===== src/rtl/alu_share_arbiter.sv =====
// alu_share_arbiter: round-robin sharing of one RV32 ALU between two requesters,
// one operation in flight, registered ALU inputs and a held response.
module alu_share_arbiter #(
    parameter int DATA_W = 32
) (
    input  logic              clk,
    input  logic              rst_n,
    input  logic [1:0]        req_valid,
    output logic [1:0]        req_ready,
    input  logic [DATA_W-1:0] req0_a,
    input  logic [DATA_W-1:0] req0_b,
    input  logic [3:0]        req0_ctrl,
    input  logic [DATA_W-1:0] req1_a,
    input  logic [DATA_W-1:0] req1_b,
    input  logic [3:0]        req1_ctrl,
    output logic [1:0]        rsp_valid,
    input  logic [1:0]        rsp_ready,
    output logic [DATA_W-1:0] rsp_result,
    output logic              rsp_zero,
    output logic              rsp_err,
    output logic [DATA_W-1:0] alu_a,
    output logic [DATA_W-1:0] alu_b,
    output logic [3:0]        alu_ctrl,
    input  logic [DATA_W-1:0] alu_result,
    output logic              busy
);
    typedef enum logic [1:0] {IDLE, EXEC, RESP} state_t;

    state_t     state;
    logic       last_grant;
    logic       owner;
    logic [1:0] grant;
    logic       legal;

    // on a tie the requester that did not win last time gets the ALU
    always_comb begin
        grant = (req_valid == 2'b11) ? (last_grant ? 2'b01 : 2'b10) : req_valid;
        legal = alu_ctrl inside {4'b0000, 4'b0001, 4'b0010, 4'b0110, 4'b0111};
    end

    assign req_ready = (state == IDLE) ? grant : 2'b00;
    assign busy      = state != IDLE;

    always_ff @(posedge clk or negedge rst_n) begin
        if (!rst_n) begin
            state      <= IDLE;
            last_grant <= 1'b1;
            owner      <= 1'b0;
            alu_a      <= '0;
            alu_b      <= '0;
            alu_ctrl   <= '0;
            rsp_valid  <= 2'b00;
            rsp_result <= '0;
            rsp_zero   <= 1'b0;
            rsp_err    <= 1'b0;
        end else begin
            case (state)
                IDLE: if (|grant) begin
                    owner      <= grant[1];
                    last_grant <= grant[1];
                    alu_a      <= grant[1] ? req1_a : req0_a;
                    alu_b      <= grant[1] ? req1_b : req0_b;
                    alu_ctrl   <= grant[1] ? req1_ctrl : req0_ctrl;
                    state      <= EXEC;
                end
                EXEC: begin
                    rsp_result <= legal ? alu_result : '0;
                    rsp_zero   <= !legal || (alu_result == '0);
                    rsp_err    <= !legal;
                    rsp_valid  <= owner ? 2'b10 : 2'b01;
                    state      <= RESP;
                end
                RESP: if (rsp_ready[owner]) begin
                    rsp_valid <= 2'b00;
                    state     <= IDLE;
                end
                default: state <= IDLE;
            endcase
        end
    end
endmodule


===== config.mk =====
export PLATFORM = sky130hd
export DESIGN_NAME = alu_share_arbiter
export DESIGN_NICKNAME = d
export VERILOG_FILES = /design/src/rtl/alu_share_arbiter.sv
export SDC_FILE = /design/constraint.sdc
export NUM_CORES = 1
export LEC_CHECK = 0
export CAP_MARGIN = 30
export CORE_ASPECT_RATIO = 0.75
export CORE_UTILIZATION = 42
export CTS_BUF_LIST = sky130_fd_sc_hd__clkbuf_8
export DETAILED_ROUTE_END_ITERATION = 10
export GPL_TIMING_DRIVEN = 0
export PLACE_DENSITY = 0.89
export SYNTH_ARGS = -nofsm -noshare
export SYNTH_HDL_FRONTEND = slang
export SYNTH_SLANG_ARGS = --single-unit

===== constraint.sdc =====
create_clock -name clk -period 3.3 [get_ports clk]
set_clock_uncertainty 0.2 [all_clocks]
set_input_delay 0.66 -clock clk [delete_from_list [all_inputs] [get_ports clk]]
set_output_delay 0.66 -clock clk [all_outputs]
set_load 0.05 [all_outputs]

## After elaboration in Yosys (flattened, before gate mapping)

Cells that the tools add are included.

- Flip-flop bits (word level): 108
- Latch bits: 0
- RAM bits: 0
- Memory bits (read-only): 0
- Bits of input ports: 174
- Output and inout port bits: 107
- Logic and storage cells: 46
- Memories kept: 0

- Add/subtract/negate cells: 0
- Multipliers: 0
- Divide/modulo/power cells: 0
- $lt $le $gt $ge: 1
- Equal/unequal tests: 9
- Shift operators: 0
- Muxes and demuxes: 14
- Bitwise logic cells: 0
- Reductions and logical operators: 12

Operator list:

| cell | number |
|---|---|
| $mux W32 | 3 |
| $logic_not A32 Y1 | 1 |
| $mux W2 | 6 |
| $eq A4 B3 Y1 const B | 2 |
| $pmux W2 S3 | 1 |
| $reduce_and A2 Y1 | 3 |
| $reduce_bool A5 Y1 | 1 |
| $eq A2 B2 Y1 const B | 2 |
| $eq A4 B1 Y1 const B | 1 |
| $eq A4 B2 Y1 const B | 1 |
| $logic_not A4 Y1 | 1 |
| $mux W4 | 1 |
| $pmux W2 S2 | 1 |
| $reduce_bool A2 Y1 | 2 |
| $eq A2 B1 Y1 const B | 1 |
| $logic_not A2 Y1 | 1 |
| $lt A1 B2 Y1 const B | 1 |
| $mux W1 | 2 |
| $ne A2 B1 Y1 const B | 1 |
| $ne A2 B2 Y1 const B | 1 |
| $reduce_or A2 Y1 | 1 |
| $logic_not A1 Y1 | 1 |
| $logic_or A1 B1 Y1 | 1 |

## Depth between registers and ports, before layout

- Word-level depth: 5
- Gate-level depth with buffers: 6
- Depth with buffers taken out: 4

## Worst setup path before layout

No wires, ideal clock.

- Path type: input-to-output
- Start: input port req_valid[1]
- End: output port req_ready[1]
- Data arrival time: 1.583 ns
- Data required time: 2.440 ns
- Path slack: 0.857 ns
- Stages: 4
- Path buffers: 2
- Cell sequence: a21boi_0 -> buf_2 -> buf_4 -> and2_1

- Longest elaborated chain between the ends: 3

RTL lines:

| what | line | text |
|---|---|---|
| start: declaration | 8 | `input logic [1:0] req_valid,` |
| $eq A2 B2 Y1 | 37 | `grant = (req_valid == 2'b11) ? (last_grant ? 2'b01 : 2'b10) : req_valid;` |
| $mux W2 * | 37 |  |
| $mux W2 * | 41 | `assign req_ready = (state == IDLE) ? grant : 2'b00;` |
| end: declaration | 9 | `output logic [1:0] req_ready,` |

Mark *: on every way between the ends. The rest lies on a longest branch, timed or not.

## Worst setup path in the final report

Ends and elaborated chain as after synthesis.

==> flow_summary.toml <==
[route]
drtAntennaViolNets = 0
wl_met3_um = 1050
drt_iter0_markers = 219
drt-total-wl_um = 15000
vias_per_cell = 5.17
drc = 0
num_vias = 4430
wl_per_cell_um = 17.5
drt-met1-wl_um = 6110
wl_met2_um = 7610
top_layer_used = "met4"
drt-pass1-iter-count = 4

[logic_synthesis]
yosysWarnings = 0
ys_seq_area_frac = 0.573
synth_fp_nets = 595
synth.top_cell.area_share = 0.567
synthTopCellsByArea = "dfrtp_1, mux2i_1, a21oi_1"
synth_area_mm2 = 0.00472
synth-edff-count = 0
synthSimpleGateAreaFrac = 0.0848
synth-seq-cells = 108
yosys.area.top_type = "dfrtp_1"
synthMuxAreaShare = 0.144
synthAdderAreaFrac = 0
syn_inst = 421
synthArstFlopShare = 1.00
synth_xor_area_frac = 0
synth.avg_cell_area_um2 = 11.2
synthFlopType = "dfrtp_1"
synth_top_family_by_area = "compound AO/OA/AOI/OAI gates"
synth_cell_types = 27
synth_compound_area_frac = 0.156

[timing]
hold_viol_final = 0
max_slew_margin = 0.559
worst_pin_slew_ns = 0.661
layout_min_cycle_time_ns = 3.15
fmax_mhz = 317
finalWorstSetupSlack_ns = 0.148
setup_viol = 0
slew_violations = 0
rsz0062_at_grt = "false"
fin_crit_sh = 0.955

[clock_tree]
h-tree-depth = 3
clockBufferDepth = 2
cts_buffers = 9
cts.sinks = 108
clock_latency_ns = 0.37
clk_pin_slew_ns = 0.09
hold_buffers = 0
cts-root-buf = "clkbuf_8"
cts_tree = "yes"

[worst_setup_path]
cp-end-kind = "output port"
critPathLaunchType = "primary input"
cp_max_fo = 10
crit_type = "primary input to output port"
cp.arrival_ns = 2.29
crit_required_ns = 2.44

[run]
max-cap-violations = 0

[placement]
port_buffers = 280
dp_slack_ns = -0.451
hpwl_um = 11900
placed_area_mm2 = 0.00772
place_congestion = 0.842

[final_layout]
area.growth.synth_to_final_pct = 67.6
final_nets = 887
fill_cells = 782
diodes = 0
drive_above_1_share = 0.0642
fin_area_mm2 = 0.00791

[die]
coreArea_mm2 = 0.0109
ios = 281
dieArea_mm2 = 0.0117
die_h_um = 93.8
rows = 33
start_util = 0.431
die_x_um = 124

[power_and_ir_drop]
irDropWorstVdd_mv = 0.672
leakagePower_uw = 0.00336
power_per_cell_area_mw_per_mm2 = 1030

[global_routing]
grt_pass1_vias = 4581
grt_start_max_net_pins = 63
grt_pass1_wl_um = 23300
grt_usage = 0.254
overflow = 0
antenna_found_initial = 0

[run_status]
status = "finished, final reports clean"

[hold_path]
hold_class = "primary input to asynchronous set/reset pin"
[cell families (layout without fill, tap and decap cells)]
family / Yosys count / after routing
compound gates: 116 / 116
buf+inv: 35 / 331
flops: 108 / 108
mux: 68 / 68
simple gates: 94 / 94
[layout make-up]
type / count / area, µm² / area share
Buffer: 30 / 180 / 0.0228
Clock buffer: 10 / 138 / 0.0174
Clock inverter: 5 / 53.8 / 0.00680
Inverter: 5 / 18.8 / 0.00237
Multi-Input combinational cell: 278 / 1820 / 0.230
Sequential cell: 108 / 2700 / 0.342
Tap cell: 140 / 175 / 0.0221
Timing Repair Buffer: 281 / 2830 / 0.357
[critical path, cell delays in order]
cell             delay [ns]
clkdlybuf4s50_1        0.52
a21boi_0               0.17
buf_2                  0.22
buf_4                  0.26
and2_1                 0.17
buf_2                  0.28
[path summary, 6_finish.rpt]
check                                      startpoint                          to  slack [ns]  depth (start not counted)
max                                      req_valid[1]                req_ready[1]        0.15                          6
min                                             rst_n       alu_b[17]$_DFFE_PN0P_        0.09                          1
max reg2reg                      state[1]$_DFFE_PN0P_        rsp_zero$_DFFE_PN0P_        1.24                          5
min reg2reg                rsp_result[14]$_DFFE_PN0P_  rsp_result[14]$_DFFE_PN0P_        0.31                          1
max in group asynchronous                       rst_n      last_grant$_DFFE_PN1P_        2.05                          2
min in group clk           rsp_result[14]$_DFFE_PN0P_  rsp_result[14]$_DFFE_PN0P_        0.31                          1
[synth_stat cells, types with 3 or more instances]
library cell,number
nor2b_1,3
a22o_1,32
nand2_1,4
a21oi_1,74
nor2_1,72
inv_1,5
dfrtp_1,107
buf_6,5
mux2i_1,68
clkbuf_1,3
buf_2,21
nor4_1,8
[metal layers]
layer | global-route usage | vias to the layer above
met5 | 0 | -
met4 | 0.0803 | 0
met3 | 0.0786 | 27
met2 | 0.441 | 185
met1 | 0.303 | 2140
li1 | - | 2078
[power by group]
group	internal, µW	leakage [µW]	total [µW]	switching [µW]
logic	1740	0.00199	5030	3290
clock network	364	0.0000956	795	431
registers	1920	0.00127	2300	378
total	4020	0.00336	8120	4100
[state kept, by name, summed over array words and instances, names as in the netlist]
name / count
owner: 1
alu_a: 32
rsp_err: 1
rsp_result: 32
rsp_valid: 2
rsp_zero: 1
alu_b: 32
last_grant: 1
state: 2
alu_ctrl: 4
[layout by cell type, fill, tap and decap left out, drive strengths merged, types with 2 or more instances in the layout]
cell type and n:
mux2i 68, buf 30, nor4 8, dfrtp 107, clkdlybuf4s50 277, a31oi 2, inv 6, nand2 4
o21a 2, nor2 72, nor2b 3, a21oi 74, o21ai 2, a22o 32, clkinvlp 2, nand4 2
clkbuf 13
[stage by stage]
stage	utilization	hold WS, ns	total power [µW]	setup TNS [ns]	cells
final	0.723	0.0905	8120	0	857
after global routing	0.723	0.112	8500	0	857
after CTS	0.723	0.0940	8170	0	857
after detailed placement	0.706	0.291	7360	-0.451	842
after global placement	0.704	0.275	7220	-270.27	841
after floorplan	-	0.164	5480	0	421
[timing repair]
| action | in CTS | in global routing |
|---|---|---|
| buffers inserted | 0 | 0 |
| pin swaps | 0 | 0 |
| gates resized for setup | 4 | 2 |
| setup endpoints to repair | 1 | 2 |
Power figures use the tool's default switching activity.
